## config.mk

```make
export PLATFORM = sky130hd
export DESIGN_NAME = ifetch_unit
export DESIGN_NICKNAME = d
export VERILOG_FILES = /design/src/rtl/ifetch_unit.sv
export SDC_FILE = /design/constraint.sdc
export NUM_CORES = 1
export LEC_CHECK = 0
export CORE_MARGIN = 5
export CORE_UTILIZATION = 50
export DETAILED_ROUTE_END_ITERATION = 10
export PLACE_DENSITY_LB_ADDON = 0.08
export SLEW_MARGIN = 0
export SYNTH_ARGS = -nofsm -noshare
export SYNTH_HDL_FRONTEND = slang
export SYNTH_SLANG_ARGS = --single-unit
```

## constraint.sdc

```tcl
create_clock -name clk -period 19.3 [get_ports clk]
set_input_delay 5.79 -clock clk [delete_from_list [all_inputs] [get_ports clk]]
set_output_delay 5.79 -clock clk [all_outputs]
set_load 0.005 [all_outputs]
```

## src/rtl/ifetch_unit.sv

```systemverilog
// ifetch_unit
//   Instruction fetch front end for the ad100 CPU. Owns the fetch PC, issues
//   one word request at a time to instruction memory, queues returned words
//   together with their byte PC, and hands them to decode over a valid/ready
//   handshake. Redirects from the CPU flush the queue and retarget fetch; a
//   response still in flight at redirect time is absorbed and thrown away.
//
// Ports
//   clk, reset        rising-edge clock, asynchronous active-high reset
//   imem_req/addr     one-cycle request strobe and word address to memory
//   imem_valid/rdata  response strobe and instruction word from memory
//   inst_valid/inst/inst_pc/inst_ready   queue head presented to the CPU
//   redirect_valid/redirect_pc           new fetch target from the CPU
//   fetch_misaligned  sticky fault: last redirect target not word aligned
module ifetch_unit #(
    parameter logic [31:0] RESET_PC = 32'h0000_0000,
    parameter int          DEPTH    = 2
) (
    input  logic        clk,
    input  logic        reset,
    output logic        imem_req,
    output logic [29:0] imem_addr,
    input  logic        imem_valid,
    input  logic [31:0] imem_rdata,
    output logic        inst_valid,
    output logic [31:0] inst,
    output logic [31:0] inst_pc,
    input  logic        inst_ready,
    input  logic        redirect_valid,
    input  logic [31:0] redirect_pc,
    output logic        fetch_misaligned
);
    localparam int PTR_W = $clog2(DEPTH);
    localparam int CNT_W = PTR_W + 1;

    logic [31:0]      fetch_pc_q, fetch_pc_d;
    logic [29:0]      addr_q, addr_d;
    logic [31:0]      tag_q, tag_d;
    logic             outstanding_q, outstanding_d;
    logic             discard_q, discard_d;
    logic             misaligned_q, misaligned_d;
    logic [PTR_W-1:0] head_q, head_d;
    logic [PTR_W-1:0] tail_q, tail_d;
    logic [CNT_W-1:0] count_q, count_d;

    logic [31:0]      q_inst_q [DEPTH];
    logic [31:0]      q_pc_q   [DEPTH];

    logic issue;
    logic resp;
    logic push;
    logic pop;
    logic full;

    always_comb begin
        full = (count_q == CNT_W'(DEPTH));
        // Issue is decided and presented in the same cycle. Reset is folded in
        // so the strobe stays low while reset is held.
        issue = !reset && !outstanding_q && !full && !misaligned_q && !redirect_valid;
        resp  = imem_valid && outstanding_q;
        // A redirect wins over any push or pop in its cycle.
        push  = resp && !discard_q && !redirect_valid;
        pop   = (count_q != '0) && inst_ready && !redirect_valid;

        fetch_pc_d    = fetch_pc_q;
        addr_d        = addr_q;
        tag_d         = tag_q;
        outstanding_d = outstanding_q;
        discard_d     = discard_q;
        misaligned_d  = misaligned_q;
        head_d        = head_q;
        tail_d        = tail_q;
        count_d       = count_q;

        if (resp) begin
            outstanding_d = 1'b0;
            discard_d     = 1'b0;
        end

        if (issue) begin
            outstanding_d = 1'b1;
            tag_d         = fetch_pc_q;
            addr_d        = fetch_pc_q[31:2];
            fetch_pc_d    = fetch_pc_q + 32'd4;
        end

        if (push) tail_d = tail_q + PTR_W'(1);
        if (pop)  head_d = head_q + PTR_W'(1);

        case ({push, pop})
            2'b10:   count_d = count_q + CNT_W'(1);
            2'b01:   count_d = count_q - CNT_W'(1);
            default: count_d = count_q;
        endcase

        if (redirect_valid) begin
            head_d       = '0;
            tail_d       = '0;
            count_d      = '0;
            fetch_pc_d   = redirect_pc;
            misaligned_d = (redirect_pc[1:0] != 2'b00);
            // A word arriving in the redirect cycle is dropped by the flush
            // above; one still in flight must be swallowed when it lands.
            if (outstanding_q && !imem_valid) discard_d = 1'b1;
        end
    end

    always_ff @(posedge clk or posedge reset) begin
        if (reset) begin
            fetch_pc_q    <= RESET_PC;
            addr_q        <= RESET_PC[31:2];
            tag_q         <= '0;
            outstanding_q <= 1'b0;
            discard_q     <= 1'b0;
            misaligned_q  <= 1'b0;
            head_q        <= '0;
            tail_q        <= '0;
            count_q       <= '0;
        end else begin
            fetch_pc_q    <= fetch_pc_d;
            addr_q        <= addr_d;
            tag_q         <= tag_d;
            outstanding_q <= outstanding_d;
            discard_q     <= discard_d;
            misaligned_q  <= misaligned_d;
            head_q        <= head_d;
            tail_q        <= tail_d;
            count_q       <= count_d;
        end
    end

    // Queue storage: each entry loads when it is the tail and a push happens.
    for (genvar gi = 0; gi < DEPTH; gi++) begin : g_entry
        always_ff @(posedge clk or posedge reset) begin
            if (reset) begin
                q_inst_q[gi] <= '0;
                q_pc_q[gi]   <= '0;
            end else if (push && (tail_q == PTR_W'(gi))) begin
                q_inst_q[gi] <= imem_rdata;
                q_pc_q[gi]   <= tag_q;
            end
        end
    end

    assign imem_req         = issue;
    assign imem_addr        = issue ? fetch_pc_q[31:2] : addr_q;
    assign inst_valid       = (count_q != '0);
    assign inst             = q_inst_q[head_q];
    assign inst_pc          = q_pc_q[head_q];
    assign fetch_misaligned = misaligned_q;

endmodule

```

=== Word-level counts from Yosys, hierarchy flattened ===
Cells that the tools add are included.

* Register bits after elaboration: 229
* Input bits: 69
* Output and inout bits: 97

* Add/subtract/negate cells: 5
* Order comparisons: 1
* Eq/ne operators: 3
* Multiplexer cells: 20
* Bitwise logic cells: 2
* Reduce and logical (&&, ||, !) cells: 26

{| class="wikitable"
|+ Operators with widths
! kind !! count
|-
| $mux 32 || 8
|-
| $add 32x3->32 const B || 1
|-
| $mux 30 || 1
|-
| $logic_and 1x1->1 || 12
|-
| $reduce_bool 2->1 || 6
|-
| $mux 1 || 9
|-
| $logic_not 1->1 || 7
|-
| $eq 2x2->1 const B || 2
|-
| $pmux 2 s2 || 1
|-
| $reduce_bool 3->1 || 1
|-
| $add 1x1->1 const B || 2
|-
| $add 2x1->2 const B || 1
|-
| $eq 2x1->1 const B || 1
|-
| $ge 2x2->1 const B || 1
|-
| $mux 2 || 1
|-
| $not 1->2 || 1
|-
| $sub 2x1->2 const B || 1
|-
| $not 1->1 || 1
|}

=== Logic depth before layout (Yosys ltp) ===
Gate-level depths: netlist of the first run.

* Depth in word-level cells: 7
* Gate-level depth with buffers: 7
* Gate-level depth less buffers: 5

=== Worst setup path after synthesis of the first run ===
OpenSTA, ideal clock, no wires.

* Path type: in2out
* Start point: input redirect_valid
* End point: output imem_addr[22]
* Arrival: 7,005 ps
* Slack: 6,505 ps
* Stages: 7
* Path buffers: 2
* Cell sequence: clkbuf_1 -> inv_1 -> nand4_1 -> inv_1 -> clkbuf_1 -> nand2_1 -> nand2_1

* Word-level cells in the longest chain between the ends: 3

{| class="wikitable"
|+ RTL lines
! what !! RTL line !! source
|-
| start, declared || 29 || <nowiki>input logic redirect_valid,</nowiki>
|-
| $logic_not 1->1 || 59 || <nowiki>issue = !reset && !outstanding_q && !full && !misaligned_q && !redirect_valid;</nowiki>
|-
| $logic_and 1x1->1 || 59 ||
|-
| net imem_req || 21 || <nowiki>output logic imem_req,</nowiki>
|-
| $mux 30 || 146 || <nowiki>assign imem_addr = issue ? fetch_pc_q[31:2] : addr_q;</nowiki>
|-
| end, declared || 22 || <nowiki>output logic [29:0] imem_addr,</nowiki>
|}

The timed path passes the listed nets, and every way through them passes these cells.

=== Worst setup path in the final report of the first run ===
* Start point: input redirect_valid
* End point: output imem_addr[10]

* Word-level cells in the longest chain between the ends: 3

{| class="wikitable"
|+ RTL lines
! what !! RTL line
|-
| $logic_not 1->1 || 59
|-
| $logic_and 1x1->1 || 59
|-
| $mux 30 || 146
|}

No other way between the ends.

==> results_dict.tcl, run 1 <==
set metrics [dict create \
    dpl-instance-area_sq_mm 0.0119 \
    synth_top_cell_by_area "dfrtp_1" \
    reg2reg_slack_ps 16610 \
    yosys_warnings 0 \
    path_clk_slew_ps 50 \
    cpPeakStageDelay_ps 780 \
    critPathCaptureType "primary output" \
    final_max_slew_viol_count 0 \
    cp_top_family "buffers and inverters" \
    grt_use_total_pct 20.4 \
    fin_skew_ps 12.4 \
    leakagePower_nw 5.80 \
    power_mw 1.50 \
    syn_inst 845 \
    hp-class "flop to flop" \
    worstReg2RegEnd "q_inst_q[56]" \
    cp_slowest_cell "inv_1" \
    synth-async-reset-ratio_pct 100 \
    yosysSeqAreaShare_pct 57.3 \
    synth_area_leaders "dfrtp_1, mux2_2, nand2_1" \
    clock_sinks 229 \
    rr_startpoint "outstanding_q" \
    cellInternalPower_mw 1.11 \
    cts_setup_buffers 0 \
    maxCapViolations 0 \
    worst_pin_slew_ps 1050 \
    netlist.area_leader.share_pct 57.3 \
    fp.coreArea_sq_mm 0.0196 \
    crit_chain "buf_2 -> inv_1 -> nand4_1 -> inv_1 -> buf_4 -> nand2_1 -> nand2_1 -> clkdlybuf4s50_1" \
    die_area_sq_mm 0.0229 \
    outcome "completed" \
    routed-via-count 6902 \
    wire_per_inst_microns 17.7 \
    cp_max_fo 54 \
    syn_to_final_growth_pct 26.1 \
    start_kind "primary input" \
    postRouteAntennaNets 0 \
    synth_edf_count 0 \
    grt_remaining_overflow 0 \
    hold_end "addr_q[3]" \
    synth_seq_cells 229 \
    finalSetupViolations 0 \
    ir_drop_mv 0.0883 \
    grt_pass1_wl_microns 37300 \
    postCtsHoldBufs 0 \
    ys_types 47 \
    syn_area_per_cell_sq_um 11.8 \
    rr_worst_depth 4 \
    antenna_found_initial 1 \
    max_freq_mhz 67.5 \
    fin_crit_sh_pct 76.8 \
    rows 51 \
    clkLatencyLatePin_ps 510 \
    wl_microns 22600 \
    cts_tree "done" \
    die_h_microns 151 \
    share_seq_of_total_power_pct 44.1 \
    drtIter0Drc 447 \
    grt_pass1_vias 7167 \
    ioPinCount 166 \
    clk_path_buf_depth 3 \
    hp-start "addr_q[3]" \
    p_sw_share_pct 25.8 \
    final_area_sq_mm 0.0126 \
    start_util_pct 51.0 \
    rsz0062_at_grt "false" \
    p_per_area_mw_per_mm2 119 \
    final_util_pct 64.3 \
    clock_power_share_pct 29.2 \
    finalHoldViolCount 0 \
    syn_nets 915 \
    dr.pass1.iters 5 \
    via_per_inst 5.40 \
    power.switching_mw 0.386 \
    h-tree-depth 1 \
    crit_type "primary input to primary output" \
    critPathBufInv 5 \
    grt_max_degree 151 \
    dpl.hpwl_microns 14500 \
    synth_top_flop_cell "dfrtp_1" \
    fin_crit_ps 14820 \
    fin_setup_tns_ps 0 \
    cts_root_buf "clkbuf_16" \
    die_x_microns 151 \
    netlist_area_sq_mm 0.0100 \
    port-buffer-count 165 \
    nets 1065 \
    whs_path_depth 2 \
    crit_cells 8 \
    cts_resized 0 \
    drc_errors 0 \
    drive_gt1_share_pct 24.9 \
    gp_congestion 0.831 \
    critPathArrivalTime_ps 9030 \
    cts_buffers 25 \
    max_slew_margin_pct 29.9 \
    combPwrFrac_pct 26.7 \
    cp.required_ps 13510 \
]
worst register-to-register path: stages, from the launching register on:
cell and delay (ps):
dfrtp_1 470, nand3b_1 320, nor3_4 570, buf_4 740, mux2_2 470
flip-flops by register name (all words and copies together), names as in the netlist, named ones only:
| name | flops |
|---|---|
| addr_q | 30 |
| tail_q | 1 |
| head_q | 1 |
| q_pc_q | 64 |
| fetch_pc_q | 32 |
| fetch_misaligned | 1 |
| count_q | 2 |
| tag_q | 32 |
| q_inst_q | 64 |
| outstanding_q | 1 |
routing by layer:
| layer | global-route usage [%] | up-vias | share of wire, % |
|---|---|---|---|
| met5 | 0 | - | 0 |
| met4 | 6.21 | 0 | 2.8 |
| met3 | 3.14 | 36 | 5.3 |
| met2 | 32.6 | 191 | 47 |
| met1 | 28.8 | 3406 | 45 |
| li1 | - | 3269 | - |
power groups by stage:
| stage | Sequential, mW | Combinational, mW | Clock [mW] |
|---|---|---|---|
| after detailed placement | 0.669 | 0.404 | 0 |
| final | 0.661 | 0.399 | 0.437 |
| after CTS | 0.662 | 0.408 | 0.449 |
| after global placement | 0.665 | 0.400 | 0 |
| after floorplan | 0.644 | 0.200 | 0 |
| after global routing | 0.677 | 0.439 | 0.471 |
area by class of cell:
class / count / area (sq um)
multi-input combinational: 558 / 4050
tap: 265 / 332
inverter: 10 / 45.0
fill: 1618 / 6990
sequential: 229 / 5730
antenna: 1 / 2.50
clock inverter: 9 / 51.3
timing repair buffer: 171 / 1690
clock buffer: 34 / 699
cells in the mapped netlist (2+ instances only):
master	instances
nand3b_1	2
nor4b_1	4
nor3_1	6
or2_2	3
nand2_1	179
xnor2_1	6
nand3_1	21
clkbuf_1	38
and2_1	2
mux2_2	194
xor2_1	3
a22oi_1	4
or3_1	2
nand4_1	15
nor2b_1	8
a31oi_1	13
buf_1	2
dfrtp_1	229
or4_1	8
nor3b_1	2
and4_1	2
buf_2	7
nor4_1	5
o31ai_1	15
inv_1	10
o311ai_0	4
o21ai_0	16
nor2_1	22
a21oi_1	5
worst max-delay path by stage:
| stage | end | from |
|---|---|---|
| detailed placement | imem_addr[10] | redirect_valid |
| floorplan | imem_addr[22] | redirect_valid |
| finish | imem_addr[10] | redirect_valid |
| global route | imem_addr[10] | redirect_valid |
| CTS | imem_addr[12] | redirect_valid |
| global placement | imem_addr[11] | redirect_valid |
kinds of logic (layout without fill, tap and decap cells):
| family | Yosys count | after routing | share of synthesized area (%) |
|---|---|---|---|
| simple gates | 292 | 292 | 13.5 |
| flops | 229 | 229 | 57.3 |
| mux | 195 | 195 | 21.9 |
| compound gates | 61 | 61 | 3.95 |
| buf+inv | 58 | 224 | 2.34 |
| xor+xnor | 9 | 9 | 0.788 |
| fa+ha+maj | 1 | 1 | 0.125 |
| other cells | 0 | 1 | 0 |
cells in the final DEF (no fill, tap or decap), types with 5 or more instances in the layout:
master	n
clkinv_2	7
a31oi_1	13
mux2_2	194
clkbuf_1	5
clkdlybuf4s50_1	164
inv_1	9
clkbuf_16	25
xnor2_1	6
nand4_1	15
o31ai_1	15
dfrtp_1	228
nor2_1	22
nand2_1	178
buf_4	6
o21ai_0	16
nor2b_1	8
or4_1	8
nor4_1	5
nor3_1	6
nand3_1	21
a21oi_1	5
through the flow:
| stage | hold slack [ps] | setup slack (ps) | std cells |
|---|---|---|---|
| floorplan | 435 | 6500 | 845 |
| global placement | 453 | 4600 | 1233 |
| detailed placement | 457 | 4480 | 1233 |
| CTS | 471 | 4480 | 1276 |
| global route | 501 | 4050 | 1277 |
| finish | 466 | 4480 | 1277 |
(Power assumes the default switching activity.)
==> inputs of run 2 (changes only) <==
--- a/config.mk
+++ b/config.mk
@@ -6,7 +6,7 @@
 export NUM_CORES = 1
 export LEC_CHECK = 0
 export CORE_MARGIN = 5
-export CORE_UTILIZATION = 50
+export CORE_UTILIZATION = 48
 export DETAILED_ROUTE_END_ITERATION = 10
 export PLACE_DENSITY_LB_ADDON = 0.08
 export SLEW_MARGIN = 0
==> constraint.sdc (replaced) <==
create_clock -name clk -period 13.1 [get_ports clk]
set_input_delay 3.93 -clock clk [delete_from_list [all_inputs] [get_ports clk]]
set_output_delay 3.93 -clock clk [all_outputs]
set_load 0.005 [all_outputs]
==> results_dict.tcl, run 2 (synthesis gave the netlist of run 1 again) <==
set metrics [dict create \
    outcome "completed" \
    path_clk_slew_ps 60 \
    via_per_inst 5.40 \
    routed-via-count 6940 \
    hold-worst-slack_ps 465 \
    critPathArrivalTime_ps 7200 \
    fillCellCount 1659 \
    port-buffer-count 165 \
    grt_pass1_vias 7076 \
    grt_remaining_overflow 0 \
    wl_met1_microns 10600 \
    cp.required_ps 9170 \
    rsz0062_at_grt "false" \
    antenna_found_initial 0 \
    max_freq_mhz 89.8 \
    setup_ws_ps 1970 \
    drive_gt1_share_pct 25.3 \
    antennaDiodeCount 0 \
    fp.coreArea_sq_mm 0.0204 \
    final_max_slew_viol_count 0 \
    cts_resized 0 \
    top_layer "met4" \
    die_h_microns 154 \
    nets 1066 \
    cts_buffers 26 \
    die_x_microns 154 \
    fin_crit_ps 11130 \
    start_util_pct 49.1 \
    fin_crit_sh_pct 85.0 \
    mostFrequentLayoutCell "dfrtp_1" \
    critPathCaptureType "primary output" \
    finalSetupViolations 0 \
    cp_max_fo 54 \
    ioPinCount 166 \
    fin_skew_ps 9.37 \
    grt_max_degree 148 \
    syn_to_final_growth_pct 28.2 \
    worst_pin_slew_ps 1250 \
    h-tree-depth 1 \
    p_per_area_mw_per_mm2 184 \
    clock_sinks 229 \
    cts_root_buf "clkbuf_16" \
    gp_congestion 0.798 \
    wire_per_inst_microns 17.9 \
    grt_use_total_pct 19.5 \
    dr.pass1.iters 7 \
    cts_setup_buffers 0 \
    grt_pass1_wl_microns 38200 \
    dpl.hpwl_microns 14500 \
    rows 52 \
    maxCapViolations 0 \
    final_area_sq_mm 0.0128 \
    postCtsHoldBufs 0 \
    max_slew_margin_pct 16.6 \
    dpl_worst_slack_ps 1990 \
    start_kind "primary input" \
    ir_drop_mv 0.117 \
    final_cell_mix "dfrtp_1, mux2_2, nand2_1" \
    leakagePower_nw 5.90 \
    crit_type "primary input to primary output" \
    dpl-instance-area_sq_mm 0.0119 \
    biggestRegsByFlops "q_inst_q x64, q_pc_q x64" \
    fin_setup_tns_ps 0 \
    postRouteAntennaNets 0 \
    hp-class "flop to flop" \
    drtIter0Drc 423 \
    clk_path_buf_depth 3 \
    drc_errors 0 \
    met2_length_microns 10700 \
    die_area_sq_mm 0.0238 \
    clkLatencyLatePin_ps 520 \
    wl_met3_microns 1300 \
    finalHoldViolCount 0 \
    wl_microns 23000 \
    cts_tree "done" \
]
==> run 2: cell types whose count changed in the layout (fill, tap and decap cells not counted), sizes merged <==
cell and delta:
diode -1, clkinv -3, bufinv +6, inv -1
clkinvlp +1, clkbuf +2
==> run 2: report_power, final <==
part	leakage, nW	internal (mW)	switching, mW	total, mW
logic	2.50	0.389	0.201	0.590
clock network	0.468	0.517	0.285	0.802
registers	2.93	0.876	0.0943	0.970
total	5.90	1.78	0.580	2.36
==> run 2: through the flow <==
step,utilization (%),std cells,total power [mW]
global placement,58.2,1238,1.57
global route,63.0,1286,2.49
detailed placement,58.2,1238,1.58
floorplan,-,845,1.24
CTS,63.0,1286,2.40
finish,63.0,1286,2.36
==> run 2: worst paths after layout <==
kind | start | end | slack [ps] | cells past startpoint
setup / recovery | redirect_valid | imem_addr[17] | 1970 | 7
hold / removal | addr_q[26] | addr_q[26] | 470 | 2
setup reg to reg | outstanding_q | q_inst_q[48] | 10380 | 4
hold reg to reg | addr_q[26] | addr_q[26] | 470 | 2
max in group asynchronous | reset | q_pc_q[1] | 7250 | 3
min in group asynchronous | reset | fetch_pc_q[3] | 4150 | 2
==> run 2: layer usage <==
| layer | vias up | track usage, % |
|---|---|---|
| met5 | - | 0 |
| met4 | 0 | 4.21 |
| met3 | 30 | 3.74 |
| met2 | 194 | 31.6 |
| met1 | 3439 | 27.6 |
| li1 | 3277 | - |
==> run 2: final cells by class <==
class                   instances  area, sq um  area share, %
inverters                      10         45.0          0.351
multi-input cells             558         4050           31.6
flip-flops and latches        229         5730           44.7
clock buffers                  36          749           5.85
clock inverters                12          215           1.68
repair buffers                171         1690           13.2
well taps                     270          338           2.63
==> run 2: critical path, stage by stage <==
cell	delay (ps)
buf_2	400
inv_1	780
nand4_1	200
inv_1	970
nand2_1	220
nand2_1	160
clkdlybuf4s50_1	520
==> inputs of run 3 (changes only) <==
==> constraint.sdc (replaced) <==
create_clock -name clk -period 9.7 [get_ports clk]
set_input_delay 2.91 -clock clk [delete_from_list [all_inputs] [get_ports clk]]
set_output_delay 2.91 -clock clk [all_outputs]
set_load 0.005 [all_outputs]
==> results_dict.tcl, run 3 (synthesis gave the netlist of run 1 again) <==
set metrics [dict create \
    outcome "completed" \
    wl_microns 23200 \
    die_area_sq_mm 0.0238 \
    worst_pin_slew_ps 1320 \
    antenna_found_initial 2 \
    ioPinCount 166 \
    final-seq-area_sq_mm 0.00573 \
    cp.required_ps 6790 \
    syn_to_final_growth_pct 26.1 \
    rows 52 \
    final_max_slew_viol_count 0 \
    dp.cells 1238 \
    drc_errors 0 \
    grt_pass1_wl_microns 38000 \
    crit_type "primary input to primary output" \
    critPathBufInv 3 \
    leakagePower_nw 5.80 \
    die_x_microns 154 \
    antennaDiodeCount 0 \
    p_per_area_mw_per_mm2 237 \
    maxCapViolations 0 \
    drtIter0Drc 371 \
    via_per_inst 5.37 \
    critPathArrivalTime_ps 5600 \
    cts_buffers 25 \
    grt_max_degree 155 \
    max_slew_margin_pct 11.7 \
    hold-worst-slack_ps 465 \
    max_freq_mhz 118 \
    cts_root_buf "clkbuf_16" \
    cp_max_fo 33 \
    ir_drop_mv 0.135 \
    rsz0062_at_grt "false" \
    biggestRegsByFlops "q_inst_q x64, q_pc_q x64" \
    clock_sinks 229 \
    grt_use_total_pct 19.4 \
    dpl-instance-area_sq_mm 0.0119 \
    fin_cells 1280 \
    hp-class "flop to flop" \
    wire_per_inst_microns 18.2 \
    postRouteAntennaNets 0 \
    cp_slowest_cell "inv_1" \
    gp_congestion 0.789 \
    clk_path_buf_depth 3 \
    dr.pass1.iters 5 \
    port-buffer-count 165 \
    fin_setup_tns_ps 0 \
    cp_top_family "buffers and inverters" \
    fin_skew_ps 11.4 \
    drive_gt1_share_pct 24.6 \
    fin_crit_ps 8510 \
    cts_setup_buffers 0 \
    fp.coreArea_sq_mm 0.0204 \
    h-tree-depth 1 \
    path_clk_slew_ps 60 \
    fillCellCount 1687 \
    die_h_microns 154 \
    cts_tree "done" \
    postCtsHoldBufs 0 \
    final_cell_mix "dfrtp_1, mux2_2, nand2_1" \
    final_area_sq_mm 0.0126 \
    nets 1065 \
    grt_remaining_overflow 0 \
    multi_input_area_sq_mm 0.00405 \
    critPathCaptureType "primary output" \
    cts_resized 0 \
    start_kind "primary input" \
    clkLatencyLatePin_ps 500 \
    fin_crit_sh_pct 87.7 \
    routed-via-count 6879 \
    grt_pass1_vias 7029 \
    crit_chain "clkdlybuf4s50_1 -> nor2_1 -> nand4_1 -> inv_1 -> nand2_1 -> nand2_1 -> clkdlybuf4s50_1" \
    mostFrequentLayoutCell "dfrtp_1" \
    cpPeakStageDelay_ps 970 \
    start_util_pct 49.1 \
    finalHoldViolCount 0 \
    dpl.hpwl_microns 14900 \
    finalSetupViolations 0 \
    power_mw 2.99 \
]
run 3: cell count changes in the layout (fill, tap and decap cells not counted), sizes merged:
cell      previous run  this run
bufinv               6         1
clkinv               4         5
clkinvlp             2         0
run 3: worst paths after layout:
path / startpoint / endpoint / slack, ps / cells after the start
setup / recovery: reset / imem_addr[0] / 1190 / 7
min in group asynchronous: reset / fetch_pc_q[3] / 3170 / 2
hold / removal: fetch_pc_q[0] / tag_q[0] / 460 / 2
hold reg to reg: fetch_pc_q[0] / tag_q[0] / 460 / 2
max in group asynchronous: reset / q_inst_q[1] / 5010 / 3
setup reg to reg: outstanding_q / q_inst_q[45] / 6940 / 4
run 3: worst min-delay path, delay by kind of cell, from the launching register on:
kind,cells,cell delay (ps)
DFF,1,340
and+or+nand+nor,2,100
run 3: layout make-up:
class / instances / share of cell area, %
Inverter: 10 / 0.357
Multi-Input combinational cell: 558 / 32.1
Clock buffer: 36 / 5.53
Timing Repair Buffer: 171 / 13.4
Sequential cell: 229 / 45.5
Clock inverter: 6 / 0.466
Tap cell: 270 / 2.68
run 3: metal layers:
layer	up-vias	global-route usage [%]	wire length (microns)
met5	-	0	23
met4	4	4.29	402
met3	34	3.88	1240
met2	168	30.5	10700
met1	3405	28.0	10900
li1	3268	-	-
run 3: power breakdown:
group	internal (mW)	switching, mW	leakage (nW)
Combinational	0.525	0.272	2.50
Sequential	1.18	0.132	2.93
Clock	0.522	0.361	0.373
run 3: through the flow:
step	setup WS [ps]	utilization, %
floorplan	514	-
global placement	1230	58.2
CTS	1180	61.9
global route	919	61.9
finish	1190	61.9
detailed placement	1190	58.2
